File: config.mk
export PLATFORM = sky130hd
export DESIGN_NAME = ifetch_unit
export DESIGN_NICKNAME = d
export VERILOG_FILES = /design/src/rtl/ifetch_unit.sv
export SDC_FILE = /design/constraint.sdc
export NUM_CORES = 1
export LEC_CHECK = 0
export BUFFER_PORTS_ARGS = -buffer_cell sky130_fd_sc_hd__buf_2
export CAP_MARGIN = 40
export CORE_UTILIZATION = 44
export CTS_CLUSTER_SIZE = 8
export DETAILED_ROUTE_END_ITERATION = 8
export GPL_TIMING_DRIVEN = 0
export PLACE_DENSITY = 0.76
export SYNTH_ARGS = -nofsm -noshare
export SYNTH_HDL_FRONTEND = slang
export SYNTH_SLANG_ARGS = --single-unit
File: constraint.sdc
create_clock -name clk -period 2.88 [get_ports clk]
set_input_delay 0.288 -clock clk [delete_from_list [all_inputs] [get_ports clk]]
set_output_delay 0.288 -clock clk [all_outputs]
set_load 0.005 [all_outputs]
File: src/rtl/ifetch_unit.sv
// Instruction fetch stage: issues one request at a time to instruction memory
// for the current PC and hands the returned word to decode through a
// valid/ready register. A misaligned PC or a bus error yields a faulting NOP.
//
//  state | meaning
//  ------+-------------------------------------------------------------
//  IDLE  | nothing issued, all outputs low; moves to REQ next cycle
//  REQ   | request presented for pc (or fault captured if misaligned)
//  WAIT  | request accepted, waiting for its response
//  DRAIN | request accepted but flushed; swallow its response
//  FULL  | instruction register valid, waiting for decode or flush
module ifetch_unit #(
    parameter int                WIDTH  = 32,
    parameter int                IWIDTH = 32,
    parameter logic [IWIDTH-1:0] NOP    = 32'h0000_0013
) (
    input  logic              clk,
    input  logic              rst,
    input  logic [WIDTH-1:0]  pc,
    input  logic              flush,
    output logic              pc_adv,
    output logic              imem_req_valid,
    input  logic              imem_req_ready,
    output logic [WIDTH-1:0]  imem_addr,
    input  logic              imem_rsp_valid,
    input  logic [IWIDTH-1:0] imem_rsp_data,
    input  logic              imem_rsp_err,
    output logic              instr_valid,
    input  logic              instr_ready,
    output logic [IWIDTH-1:0] instr,
    output logic [WIDTH-1:0]  instr_pc,
    output logic              instr_fault
);

    typedef enum logic [2:0] {
        IDLE  = 3'd0,
        REQ   = 3'd1,
        WAIT  = 3'd2,
        DRAIN = 3'd3,
        FULL  = 3'd4
    } state_t;

    state_t           state;
    logic [WIDTH-1:0] issued_pc;
    logic             misaligned;

    assign misaligned = (pc[1:0] != 2'b00);

    // Request and handshake outputs decoded from the registered state.
    always_comb begin
        imem_req_valid = (state == REQ) && !misaligned;
        imem_addr      = (state == REQ) ? pc : '0;
        instr_valid    = (state == FULL);
        pc_adv         = (state == FULL) && instr_ready && !flush;
    end

    // Fetch sequencing; the instruction register is only non-zero while in
    // FULL so that every other state presents all-low outputs to decode.
    always_ff @(posedge clk or posedge rst) begin
        if (rst) begin
            state       <= IDLE;
            issued_pc   <= '0;
            instr       <= '0;
            instr_pc    <= '0;
            instr_fault <= 1'b0;
        end else begin
            case (state)
                IDLE: state <= REQ;
                REQ: begin
                    if (misaligned) begin
                        instr       <= NOP;
                        instr_pc    <= pc;
                        instr_fault <= 1'b1;
                        state       <= FULL;
                    end else if (imem_req_ready && !flush) begin
                        issued_pc <= pc;
                        state     <= WAIT;
                    end else if (imem_req_ready) begin
                        state <= DRAIN;
                    end else if (flush) begin
                        state <= IDLE;
                    end
                end
                WAIT: begin
                    if (imem_rsp_valid) begin
                        if (flush) begin
                            state <= REQ;
                        end else begin
                            instr       <= imem_rsp_err ? NOP : imem_rsp_data;
                            instr_pc    <= issued_pc;
                            instr_fault <= imem_rsp_err;
                            state       <= FULL;
                        end
                    end else if (flush) begin
                        state <= DRAIN;
                    end
                end
                DRAIN: begin
                    if (imem_rsp_valid) state <= REQ;
                end
                FULL: begin
                    if (flush || instr_ready) begin
                        instr       <= '0;
                        instr_pc    <= '0;
                        instr_fault <= 1'b0;
                        state       <= REQ;
                    end
                end
                default: state <= IDLE;
            endcase
        end
    end

endmodule

==> reports/qor.yml, run 1 <==
synth:
  synth_top_area_cell: "dfrtp_1"
  synth-seq-cells: 100
  yosys_warnings: 0
  syn_area_per_cell_um2: 13.1
  yosys.cell_count.top_type: "dfrtp_1"
  synth.distinct_cells: 34
  synth-async-reset-ratio_pct: 100
  syn_area_um2: 4370
  synth_top_flop_cell: "dfrtp_1"
  synthCells: 334
  synth_sequential_area_ratio_pct: 57.2
  netlist_top_cells_area: "dfrtp_1 57%, mux2_2 7.7%, a221oi_1 6.6%, a2bb2oi_1 6.6%, a22o_1 6.0%"
  synth_top_area_share_pct: 57.2
  synth_edf_count: 0
  yosys-top-cells-count: "100 x dfrtp_1, 34 x and2_1, 33 x a221oi_1, 33 x a2bb2oi_1"
  syn_nets: 405
finish:
  nNetsFinal: 587
  n_antenna_cell: 0
  syn_to_final_growth_pct: 28.8
  design_area_um2: 5630
  fin_cells: 654
  fin_util_pct: 58.2
  drive_above_1_share_pct: 46.4
timing:
  slew-limit-headroom_pct: 45.5
  fin_ws_ps: 559
  min_period_ps: 2320
  worst_pin_slew_ps: 816
  slew_viol_final: 0
  min_period_over_period_pct: 80.6
  hold_violations: 0
  setup_viol: 0
  fin_hold_ws_ps: 69.1
  tns_ps: 0
  fin_skew_ps: 10.1
  fmax_ghz: 0.431
  rsz0062_at_grt: "no"
global_route:
  grt_max_degree: 41
  grt_overflow: 0
  grt_pass1_wl_mm: 16.9
  grt_pass1_vias: 3357
  antenna_found_initial: 0
  track_usage_pct: 21.5
worst_setup_path:
  max_stage_delay_ps: 440
  cp_max_fo: 10
  critical_path.startpoint_type: "flop"
  setup.worst_path.end_class: "output pin"
  path_class: "flop to output pin"
  crit_chain: "clkbuf_2 > nor3b_4 > clkbuf_1 > and2_1 > buf_2"
  cp_slowest_cell: "nor3b_4"
  worstPathArrival_ps: 2030
  cp.required_ps: 2590
place:
  place.gp.congestion: 0.782
  dp.cells: 638
  hpwl_mm: 8.05
  placed_area_um2: 5430
  port_buffers: 169
  post-place-ws_ps: 585
floorplanning:
  io_pins: 171
  start_util_pct: 45.2
  dieWidth_um: 102
  die_h_um: 102
  core_area_um2: 9680
  die_area_um2: 10300
  std_cell_rows: 36
pwr:
  p_leak_nw: 2.83
  p_per_area_nw_per_um2: 949
  vdd_drop_max_v: 0.000444
  total_power_mw: 5.35
flow_run:
  cap_violations: 0
clocking:
  cts-root-buf: "clkbuf_8"
  cts_tree: "built"
  numCtsBuffers: 9
  cts_hold_buf: 0
  clock_path_buffers: 2
  clock-sinks: 100
  cts_max_level: 3
  worstSkewPairLatency_ps: 360
  cts_setup_buffers: 0
  clk_pin_slew_worst_paths_ps: 90
  ctsResizeCount: 0
route:
  drt_iter0_drc: 88
  vias: 3573
  wire_per_inst_um: 16.7
  drc: 0
  dr.pass1.iters: 4
  routed_wl_mm: 10.9
  ant_nets: 0
  via_per_inst: 5.46
outcome:
  status: "complete, no violations"
min_path:
  hold_path.class: "primary input to asynchronous set/reset pin"
cell usage in the layout (no fill, tap or decap), drive strengths merged:
master	netlist	final
a21o	1	1
a21oi	1	1
a221oi	33	33
a22o	30	30
a2bb2oi	33	33
a31oi	3	3
and2	34	34
buf	18	189
bufinv	0	1
clkbuf	13	25
clkinv	0	2
clkinvlp	0	2
dfrtp	100	100
inv	4	3
mux2	30	30
nand2	1	1
nand2b	3	3
nand3	2	2
nor2	5	5
nor2b	2	2
nor3	2	2
nor3b	4	4
nor4bb	1	1
o21ai	6	6
o21bai	1	1
o22ai	1	1
o2bb2ai	1	1
or2	1	1
or3	2	2
or3b	2	2
path summary, 6_finish.rpt:
check                                  startpoint       endpoint  slack, ps  cells after the start
worst min-delay path                          rst      instr[16]         70                      2
min in group clk                imem_rsp_data[16]      instr[16]        140                      2
worst max register to register           state[0]   instr_pc[15]        580                      6
max in group asynchronous                     rst      instr[12]       2170                      3
worst max-delay path                     state[0]  imem_addr[29]        560                      5
worst min register to register       issued_pc[0]   issued_pc[0]        500                      1
where the power goes:
group	leakage [nW]	switching (mW)	internal, mW
Sequential	1.25	0.257	1.89
Combinational	1.48	1.10	1.18
Clock	0.102	0.468	0.447
Total	2.83	1.83	3.52
critical path, delay by kind of cell (launching register included):
family / cells / cell delay [ps]
buffers and inverters: 3 / 700
and+or+nand+nor: 2 / 640
DFF: 1 / 330
per-layer routing:
layer	vias to the layer above	global-route usage [%]	share of wire, %
li1	1647	-	-
met1	1777	28.6	44
met2	134	34.7	49
met3	15	3.45	5.1
met4	0	9.48	1.8
met5	-	0	0
area by class of cell:
cell class	instances	area, µm²
Clock buffer	12	155
Multi-Input combinational cell	199	1660
Tap cell	133	166
Fill cell	834	4050
Timing Repair Buffer	171	886
Clock inverter	4	47.5
Buffer	31	194
Sequential cell	100	2500
Inverter	4	18.8
registers in the layout (all words and copies together) (netlist names):
register and cells:
instr 32, instr_fault 1, instr_pc 32, issued_pc 32, state 3
cells by family (layout without fill, tap and decap cells):
| logic type | after synthesis | in the layout | share of synthesized area [%] |
|---|---|---|---|
| compound gates | 110 | 110 | 21.2 |
| flops | 100 | 100 | 57.2 |
| simple gates | 59 | 59 | 9.07 |
| buf+inv | 35 | 222 | 4.78 |
| mux | 30 | 30 | 7.72 |
Note: power is estimated with default switching activity, not from simulation.
==> inputs of run 2 (changes only) <==
Settings changed: CORE_UTILIZATION 44 to 45, PLACE_DENSITY 0.76 to 0.75.
Clock period 2.88 ns to 2.3 ns, I/O delays scaled along.
==> run 2 against run 1 <==
Compared with the run above: via count increased by 0.14%; flip-flop and latch count unchanged; cell count unchanged; critical path type is now flop to flop; largest power group unchanged.
==> reports/qor.yml, run 2 (synthesis gave the netlist of run 1 again) <==
outcome:
  status: "complete, no violations"
floorplanning:
  start_util_pct: 46.9
  dieWidth_um: 101
  die_area_um2: 10100
  std_cell_rows: 35
  core_area_um2: 9330
  die_h_um: 101
  io_pins: 171
worst_setup_path:
  path_class: "flop to flop"
  worstPathArrival_ps: 2400
  cp_max_fo: 10
  setup.worst_path.end_class: "flop"
  critical_path.startpoint_type: "flop"
  cp.required_ps: 2590
finish:
  final_cell_mix: "175 x buf_2, 100 x dfrtp_1, 34 x and2_1, 33 x a221oi_1, 33 x a2bb2oi_1"
  fin_util_pct: 60.7
  syn_to_final_growth_pct: 29.5
  layout.area.seq_um2: 2500
  layout_commonest_cell: "buf_2"
  reg.largest.list: "instr x32, instr_pc x32, issued_pc x32"
  n_fill_cell: 778
  drive_above_1_share_pct: 47.6
  design_area_um2: 5670
  nNetsFinal: 591
  n_antenna_cell: 0
  multi_input_area_um2: 1670
clocking:
  clock-sinks: 100
  numCtsBuffers: 9
  cts_max_level: 3
  clock_path_buffers: 2
  clk_pin_slew_worst_paths_ps: 100
  worstSkewPairLatency_ps: 360
  cts_tree: "built"
  cts-root-buf: "clkbuf_8"
route:
  vias: 3578
  via_per_inst: 5.47
  routed_wl_mm: 11.0
  drc: 0
  ant_nets: 0
  wire_per_inst_um: 16.8
  drt_iter0_drc: 124
  dr.pass1.iters: 4
place:
  hpwl_mm: 8.00
  port_buffers: 169
  placed_area_um2: 5450
  place.gp.congestion: 0.818
pwr:
  vdd_drop_max_v: 0.000476
  p_per_area_nw_per_um2: 1180
  p_leak_nw: 2.86
timing:
  fmax_ghz: 0.474
  setup_viol: 0
  slew-limit-headroom_pct: 62.1
  min_period_over_period_pct: 91.6
  hold_violations: 0
  slew_viol_final: 0
  worst_pin_slew_ps: 563
  fin_skew_ps: 12.2
  min_period_ps: 2110
global_route:
  track_usage_pct: 22.2
  grt_pass1_wl_mm: 17.3
  grt_pass1_vias: 3371
  grt_max_degree: 33
  grt_overflow: 0
  antenna_found_initial: 0
min_path:
  hold_path.class: "primary input to flop"
flow_run:
  cap_violations: 0
==> run 2: worst max-delay path, stage by stage, from the launching register on <==
cell	delay [ps]
dfrtp_1	370
clkbuf_2	170
nor3b_4	450
nand2b_1	200
nor2_1	190
buf_2	240
buf_2	240
a22o_1	180
==> run 2: layout make-up <==
cell class,instances,area share [%]
Timing Repair Buffer,175,16.4
Buffer,31,3.51
Inverter,4,0.331
Multi-Input combinational cell,199,29.5
Tap cell,129,2.85
Clock inverter,6,0.795
Clock buffer,10,2.43
Sequential cell,100,44.2
==> run 2: power breakdown <==
part           internal [mW]  switching (mW)  leakage, nW  total [mW]
registers               2.37           0.323         1.25        2.69
clock network          0.436           0.632       0.0978        1.07
logic                   1.52            1.40         1.51        2.92
total                   4.32            2.36         2.86        6.68
==> run 2: path summary, 6_finish.rpt <==
kind / start / to / slack [ps] / cells past startpoint
max: state[0] / instr[11] / 190 / 7
max reg2reg: state[0] / instr[11] / 190 / 7
min in group asynchronous: rst / instr_pc[25] / 370 / 3
min: imem_rsp_data[23] / instr[23] / 90 / 2
max in group asynchronous: rst / instr_pc[30] / 1240 / 5
min reg2reg: instr[5] / instr[5] / 500 / 1
==> run 2: routing by layer <==
layer	vias to the layer above	GRT usage (%)	wire length [µm]	share of wire, %
met1	1800	30.0	4900	45
met3	12	3.19	445	4.0
met5	-	0	0	0
li1	1652	-	-	-
met4	0	8.92	143	1.3
met2	114	36.1	5500	50
==> run 2: through the flow <==
step           total power [mW]  setup slack (ps)  hold WS (ps)  setup TNS [ps]  instances
6_report                   6.68               192          86.7               0        654
5_1_grt                    7.14             -4.24          65.1           -4.24        654
4_1_cts                    6.69             -18.5          65.3           -18.5        652
3_5_place_dp               5.61              2.31           219               0        635
3_3_place_gp               5.50              58.5           452               0        632
2_1_floorplan              4.52               513           338               0        334
==> run 2: timing repair <==
action	in CTS	in global routing
hold buffers	1	0
endpoints found under the setup margin	1	52
endpoints found under the hold margin	10	0
setup buffers	0	2
gates resized for setup	0	9
